File: src/rtl/bus_sequencer.sv
`default_nettype none
// ============================================================================
// Module   : bus_sequencer
// Purpose  : Owns the shared 19-bit system bus together with the 6502 clock
//            and reset. After reset the SPI boot loader owns the bus. The bus
//            is then handed to the CPU, which runs its reset sequence. After
//            that the bus is lent to a secondary DMA requester by stopping the
//            CPU on a bus-cycle boundary. Every change of bus owner passes
//            through TURNAROUND idle cycles in which no master drives the bus.
//
// Ports    : clock_i           system clock (8 MHz)
//            reset_n_i         asynchronous active-low reset
//            boot_done_i       boot loader finished and released the bus
//            cpu_cycle_end_i   one-cycle pulse at the end of each 6502 cycle
//            dma_req_i         level request from the DMA master
//            boot_grant_o      boot loader may drive the bus
//            dma_grant_o       DMA master may drive the bus
//            cpu_bus_disable_o HIGH = 6502 address/data/rw drivers disabled
//            clock_stop_o      LOW  = 6502 clock stopped
//            cpu_reset_n_o     6502 reset, active low
//            dma_timeout_o     one-cycle pulse when the watchdog revokes a grant
//
// Options  : DMA_WATCHDOG_EN  when defined, a DMA grant is revoked after
//                             DMA_MAX_HOLD cycles and the request is masked
//                             until it has been seen low. When undefined,
//                             dma_timeout_o is tied low.
//
// Revision : 1.0  initial release
// ============================================================================
module bus_sequencer #(
  parameter int TURNAROUND       = 2,
  parameter int CPU_RESET_CYCLES = 16,
  parameter int DMA_MAX_HOLD     = 1024
) (
  input  logic clock_i,
  input  logic reset_n_i,
  input  logic boot_done_i,
  input  logic cpu_cycle_end_i,
  input  logic dma_req_i,
  output logic boot_grant_o,
  output logic dma_grant_o,
  output logic cpu_bus_disable_o,
  output logic clock_stop_o,
  output logic cpu_reset_n_o,
  output logic dma_timeout_o
);

  // One shared counter; it is sized for the largest cycle count it may hold.
  localparam int MAX_AB    = (TURNAROUND > CPU_RESET_CYCLES) ? TURNAROUND : CPU_RESET_CYCLES;
  localparam int MAX_PARAM = (MAX_AB > DMA_MAX_HOLD) ? MAX_AB : DMA_MAX_HOLD;
  localparam int CNT_W     = $clog2(MAX_PARAM) + 1;

  localparam logic [CNT_W-1:0] CNT_ONE    = CNT_W'(1);
  localparam logic [CNT_W-1:0] TURN_LAST  = CNT_W'((TURNAROUND > 0) ? TURNAROUND - 1 : 0);
  localparam logic [CNT_W-1:0] RESET_LAST = CNT_W'((CPU_RESET_CYCLES > 0) ? CPU_RESET_CYCLES - 1 : 0);
`ifdef DMA_WATCHDOG_EN
  localparam logic [CNT_W-1:0] HOLD_LAST  = CNT_W'((DMA_MAX_HOLD > 0) ? DMA_MAX_HOLD - 1 : 0);
`endif

  typedef enum logic [2:0] {
    S_BOOT        = 3'd0,
    S_HANDOVER    = 3'd1,
    S_CPU_RESET   = 3'd2,
    S_CPU_RUN     = 3'd3,
    S_DMA_STOP    = 3'd4,
    S_DMA_TURN    = 3'd5,
    S_DMA         = 3'd6,
    S_DMA_RELEASE = 3'd7
  } state_e;

  state_e           state_q, state_d;
  logic [CNT_W-1:0] cnt_q, cnt_d;
  logic             boot_grant_q, boot_grant_d;
  logic             dma_grant_q, dma_grant_d;
  logic             bus_dis_q, bus_dis_d;
  logic             clk_run_q, clk_run_d;
  logic             cpu_rst_n_q, cpu_rst_n_d;
  // Set once the CPU has completed a bus cycle since it last got the bus
  // back; a new DMA request is only accepted while this is set.
  logic             seen_q, seen_d;
  logic             w_req_eff;

`ifdef DMA_WATCHDOG_EN
  logic             mask_q, mask_d;
  logic             timeout_q, timeout_d;

  // After a watchdog revoke the request stays masked until it is seen low.
  assign w_req_eff = dma_req_i & ~mask_q;
`else
  assign w_req_eff = dma_req_i;
`endif

  // --------------------------------------------------------------------------
  // Next-state and output logic
  // --------------------------------------------------------------------------
  always_comb begin
    state_d      = state_q;
    cnt_d        = '0;
    boot_grant_d = boot_grant_q;
    dma_grant_d  = dma_grant_q;
    bus_dis_d    = bus_dis_q;
    clk_run_d    = clk_run_q;
    cpu_rst_n_d  = cpu_rst_n_q;
    seen_d       = seen_q;
`ifdef DMA_WATCHDOG_EN
    timeout_d    = 1'b0;
    mask_d       = dma_req_i ? mask_q : 1'b0;
`endif

    case (state_q)
      S_BOOT: begin
        if (boot_done_i) begin
          boot_grant_d = 1'b0;
          if (TURNAROUND == 0) begin
            bus_dis_d = 1'b0;
            clk_run_d = 1'b1;
            state_d   = S_CPU_RESET;
          end else begin
            state_d   = S_HANDOVER;
          end
        end
      end

      S_HANDOVER: begin
        cnt_d = cnt_q + CNT_ONE;
        if (cnt_q == TURN_LAST) begin
          bus_dis_d = 1'b0;
          clk_run_d = 1'b1;
          state_d   = S_CPU_RESET;
        end
      end

      S_CPU_RESET: begin
        cnt_d = cnt_q + CNT_ONE;
        if (cnt_q == RESET_LAST) begin
          cpu_rst_n_d = 1'b1;
          seen_d      = 1'b1;
          state_d     = S_CPU_RUN;
        end
      end

      S_CPU_RUN: begin
        // Eligibility uses the registered flag, so the cycle end must have
        // happened in an earlier cycle than the request is acted on.
        if (cpu_cycle_end_i) begin
          seen_d = 1'b1;
        end
        if (w_req_eff && seen_q) begin
          state_d = S_DMA_STOP;
        end
      end

      S_DMA_STOP: begin
        // A request withdrawn before the cycle boundary wins over a
        // coincident cycle end: the CPU simply keeps running.
        if (!w_req_eff) begin
          state_d = S_CPU_RUN;
        end else if (cpu_cycle_end_i) begin
          clk_run_d = 1'b0;
          bus_dis_d = 1'b1;
          if (TURNAROUND == 0) begin
            dma_grant_d = 1'b1;
            state_d     = S_DMA;
          end else begin
            state_d     = S_DMA_TURN;
          end
        end
      end

      S_DMA_TURN: begin
        cnt_d = cnt_q + CNT_ONE;
        if (cnt_q == TURN_LAST) begin
          dma_grant_d = 1'b1;
          state_d     = S_DMA;
        end
      end

      S_DMA: begin
        if (!dma_req_i) begin
          dma_grant_d = 1'b0;
          if (TURNAROUND == 0) begin
            bus_dis_d = 1'b0;
            clk_run_d = 1'b1;
            seen_d    = 1'b0;
            state_d   = S_CPU_RUN;
          end else begin
            state_d   = S_DMA_RELEASE;
          end
        end
`ifdef DMA_WATCHDOG_EN
        else begin
          cnt_d = cnt_q + CNT_ONE;
          if (cnt_q == HOLD_LAST) begin
            dma_grant_d = 1'b0;
            timeout_d   = 1'b1;
            mask_d      = 1'b1;
            if (TURNAROUND == 0) begin
              bus_dis_d = 1'b0;
              clk_run_d = 1'b1;
              seen_d    = 1'b0;
              state_d   = S_CPU_RUN;
            end else begin
              state_d   = S_DMA_RELEASE;
            end
          end
        end
`endif
      end

      S_DMA_RELEASE: begin
        cnt_d = cnt_q + CNT_ONE;
        if (cnt_q == TURN_LAST) begin
          bus_dis_d = 1'b0;
          clk_run_d = 1'b1;
          seen_d    = 1'b0;
          state_d   = S_CPU_RUN;
        end
      end

      default: begin
        state_d = S_BOOT;
      end
    endcase

    // Every state entry starts its count from zero.
    if (state_d != state_q) begin
      cnt_d = '0;
    end
  end

  // --------------------------------------------------------------------------
  // State and output registers
  // --------------------------------------------------------------------------
  always_ff @(posedge clock_i or negedge reset_n_i) begin
    if (!reset_n_i) begin
      state_q      <= S_BOOT;
      cnt_q        <= '0;
      boot_grant_q <= 1'b1;
      dma_grant_q  <= 1'b0;
      bus_dis_q    <= 1'b1;
      clk_run_q    <= 1'b0;
      cpu_rst_n_q  <= 1'b0;
      seen_q       <= 1'b0;
    end else begin
      state_q      <= state_d;
      cnt_q        <= cnt_d;
      boot_grant_q <= boot_grant_d;
      dma_grant_q  <= dma_grant_d;
      bus_dis_q    <= bus_dis_d;
      clk_run_q    <= clk_run_d;
      cpu_rst_n_q  <= cpu_rst_n_d;
      seen_q       <= seen_d;
    end
  end

`ifdef DMA_WATCHDOG_EN
  always_ff @(posedge clock_i or negedge reset_n_i) begin
    if (!reset_n_i) begin
      mask_q    <= 1'b0;
      timeout_q <= 1'b0;
    end else begin
      mask_q    <= mask_d;
      timeout_q <= timeout_d;
    end
  end

  assign dma_timeout_o = timeout_q;
`else
  assign dma_timeout_o = 1'b0;
`endif

  assign boot_grant_o      = boot_grant_q;
  assign dma_grant_o       = dma_grant_q;
  assign cpu_bus_disable_o = bus_dis_q;
  assign clock_stop_o      = clk_run_q;
  assign cpu_reset_n_o     = cpu_rst_n_q;

endmodule
`default_nettype wire
File: config.mk
export PLATFORM = sky130hd
export DESIGN_NAME = bus_sequencer
export DESIGN_NICKNAME = d
export VERILOG_FILES = /design/src/rtl/bus_sequencer.sv
export SDC_FILE = /design/constraint.sdc
export NUM_CORES = 1
export LEC_CHECK = 0
export ABC_AREA = 1
export CORE_MARGIN = 5
export CORE_UTILIZATION = 40
export CTS_CLUSTER_DIAMETER = 120
export DETAILED_ROUTE_END_ITERATION = 12
export PLACE_DENSITY = 0.74
export SYNTH_ARGS = -nofsm -noshare
export SYNTH_HDL_FRONTEND = slang
export SYNTH_SLANG_ARGS = --single-unit
File: constraint.sdc
create_clock -name clock_i -period 1.35 [get_ports clock_i]
set_input_delay 0.2025 -clock clock_i [delete_from_list [all_inputs] [get_ports clock_i]]
set_output_delay 0.2025 -clock clock_i [all_outputs]
set_load 0.03 [all_outputs]
==> impl_metrics.env <==
export IMPL_wl_met2_um=1865
export IMPL_postLayoutCoreUtil_pct=65.05
export IMPL_drt_iter0_markers=34
export IMPL_overflow=0
export IMPL_min_period_ns=1.566
export IMPL_die_w_um=62.71
export IMPL_irDropWorstVdd_uv=648.9
export IMPL_finalHoldViolCount=0
export IMPL_cts_tree="yes"
export IMPL_postSynthCellCount=149
export IMPL_drv_cap=0
export IMPL_vias=1164
export IMPL_status="finished with violations"
export IMPL_htree_levels=1
export IMPL_hold_class="input port to async pin"
export IMPL_via_per_inst=4.953
export IMPL_violations="negative setup slack"
export IMPL_drc=0
export IMPL_clock_fmax_mhz=638.6
export IMPL_yosys_area_share_xor_xnor_pct=0
export IMPL_synth_top_family_by_area="simple AND/OR/NAND/NOR gates"
export IMPL_setup_ws_ns=-0.2159
export IMPL_clkSinkCount=20
export IMPL_yosys_warnings=0
export IMPL_p_per_area_nw_per_um2=564.6
export IMPL_portBuffers=9
export IMPL_cp_data_arrival_time_ns=1.82
export IMPL_crit_family="simple AND/OR/NAND/NOR gates"
export IMPL_gp_congestion=0.8563
export IMPL_period_share_pct=116.0
export IMPL_top_layer="met4"
export IMPL_nFillCells=219
export IMPL_grt_max_degree=21
export IMPL_dieHeight_um=62.71
export IMPL_synth_nets=156
export IMPL_synth_compound_area_share_pct=7.095
export IMPL_syn_cell_area_um2=1111
export IMPL_hpwl_um=1940
export IMPL_avgSynthCellArea_um2=7.457
export IMPL_rsz0062_at_grt="yes"
export IMPL_drive_above_1_share_pct=47.55
export IMPL_multi_input_area_um2=656.9
export IMPL_cts_root_buffer="clkbuf_4"
export IMPL_path_clk_slew_ns=0.12
export IMPL_synth_simple_area_share_pct=35.59
export IMPL_crit_required_ns=1.60
export IMPL_leakagePower_nw=0.8636
export IMPL_dp_cells=218
export IMPL_numCtsBuffers=3
export IMPL_antenna_found_initial=0
export IMPL_ios=11
export IMPL_synthAdderAreaFrac_pct=2.252
export IMPL_ant_nets=0
export IMPL_clk_latency_ns=0.31
export IMPL_critical_path_startpoint_type="flip-flop"
export IMPL_met1_length_um=1165
export IMPL_fin_tns_setup_ns=-2.030
export IMPL_seq_area_frac_synth_pct=45.27
export IMPL_first_pass_iters=4
export IMPL_crit_chain="buf_6 -> nand3_1 -> nand2_1 -> nor2_2 -> nand2_2 -> nand2_1 -> nand2_1 -> nor2_2 -> nand2_2 -> nor2_2"
export IMPL_slew_viol_final=0
export IMPL_fin_nets=212
export IMPL_ctsLongestPathBuffers=2
export IMPL_fp_row_count=19
export IMPL_critical_path_buf_inv_count=1
export IMPL_slowest_delay_ns=0.46
export IMPL_synthToLayoutAreaGrowth_pct=58.67
export IMPL_start_util_pct=41.00
export IMPL_core_um2=2710
export IMPL_critPathKind="flip-flop to flip-flop"
export IMPL_wl_per_cell_um=13.67
export IMPL_hold_ws_ns=0.2197
export IMPL_critical_path_slowest_cell="dfrtp_1"
export IMPL_final_cells=235
export IMPL_setup_violations_final=15
export IMPL_met3RoutedLength_um=113
export IMPL_seqCellArea_um2=505.5
export IMPL_post_place_ws_ns=-0.3246
export IMPL_routed_wl_um=3212
export IMPL_first_global_vias=1147
export IMPL_grt_use_total_pct=15.01
export IMPL_synth_mux_area_share_pct=0
export IMPL_end_kind="flip-flop"
export IMPL_skew_ns=0.006087
export IMPL_die_area_um2=3932
export IMPL_grt_pass1_wl_um=4885
export IMPL_ctsHoldBuffers=0
export IMPL_ys_ff_latch=20
export IMPL_path_max_fanout=5
export IMPL_synth_cell_type_count=23
export IMPL_diodes=0
layer usage:
| layer | vias up | global-route usage [%] |
|---|---|---|
| li1 | 583 | - |
| met1 | 551 | 17.34 |
| met2 | 22 | 26.42 |
| met3 | 8 | 4.137 |
| met4 | 0 | 5.040 |
| met5 | - | 0 |
layout make-up:
type,instances,share of cell area (%)
Clock buffer,4,2.058
Inverter,23,5.181
Multi-Input combinational cell,104,37.26
Sequential cell,20,28.67
Tap cell,31,2.200
Timing Repair Buffer,53,24.63
registers in the layout, indices dropped and copies added (netlist names):
name,cells
seen_q,1
state_q,3
cpu_bus_disable_o,1
dma_grant_o,1
boot_grant_o,1
cnt_q,11
clock_stop_o,1
cpu_reset_n_o,1
logic make-up (layout without fill, tap and decap cells):
| family | after synthesis | count (layout) |
|---|---|---|
| simple gates | 86 | 86 |
| buf+inv | 25 | 80 |
| flops | 20 | 20 |
| compound gates | 15 | 15 |
| fa+ha+maj | 2 | 2 |
| other cells | 1 | 1 |
worst reg2reg max path, delay by kind of cell, from the launching register on:
kind	cells	cell delay [ns]
flops	1	0.46
simple gates	9	0.89
buf+inv	1	0.17
per-stage QoR:
stage	instance area (um2)	power, mW
floorplan	1116	0.6182
finish	1763	0.9953
global placement	1454	0.6451
detailed placement	1454	0.6456
CTS	1593	1.005
global route	1763	1.033
repair_timing:
item                       4_1_cts  5_1_grt
gates cloned                     0        0
buffers inserted                 7        7
pin swaps                        6       15
setup endpoints to repair       19       17
gates resized for setup         20       36
worst paths after layout:
path / endpoint / slack (ns) / depth (start not counted) / from
max: cnt_q[4]$_DFF_PN0_ / -0.22 / 10 / state_q[1]$_DFF_PN0_
min reg2reg: boot_grant_o$_DFFE_PN1P_ / 0.46 / 2 / boot_grant_o$_DFFE_PN1P_
min in group clock_i: boot_grant_o$_DFFE_PN1P_ / 0.46 / 2 / boot_grant_o$_DFFE_PN1P_
max in group asynchronous: cpu_bus_disable_o$_DFFE_PN1P_ / 0.85 / 2 / reset_n_i
min: state_q[2]$_DFF_PN0_ / 0.22 / 2 / reset_n_i
max reg2reg: cnt_q[4]$_DFF_PN0_ / -0.22 / 10 / state_q[1]$_DFF_PN0_
synth_stat cells:
cell type / number / area share (%)
nand3_2: 1 / 0.90
nand2_1: 30 / 10
nor3b_1: 1 / 0.68
nand2_2: 4 / 2.3
nor3_1: 5 / 2.3
inv_1: 20 / 6.8
a21oi_1: 5 / 2.3
nand4_1: 2 / 1.1
conb_1: 1 / 0.34
o211ai_1: 1 / 0.68
nor2_1: 18 / 6.1
nor2_2: 3 / 1.7
or2_2: 3 / 1.7
buf_4: 1 / 0.68
nand3_1: 18 / 8.1
inv_2: 3 / 1.0
buf_6: 1 / 1.0
dfstp_2: 2 / 4.7
a31oi_1: 1 / 0.56
dfrtp_1: 18 / 41
o21ai_0: 8 / 3.6
ha_1: 2 / 2.3
nand3b_1: 1 / 0.68
where the power goes:
group / total, mW / internal [mW] / switching, mW / leakage, nW
registers: 0.599 / 0.599 / 0 / 0.234
clock network: 0.361 / 0.165 / 0.196 / 0.0210
logic: 0.0352 / 0.0142 / 0.0210 / 0.608
cell usage in the layout (no fill, tap or decap), drive strengths merged, types with 2 or more instances in the layout:
cell type and count:
buf 46, nand2 34, inv 23, nor2 21, nand3 19, dfrtp 18
o21ai 8, a21oi 5, nor3 5, clkdlybuf4s50 4, clkbuf 4, or2 3
dlygate4sd2 3, nand4 2, dfstp 2, ha 2
No activity file was read; power rests on OpenSTA's default activity.
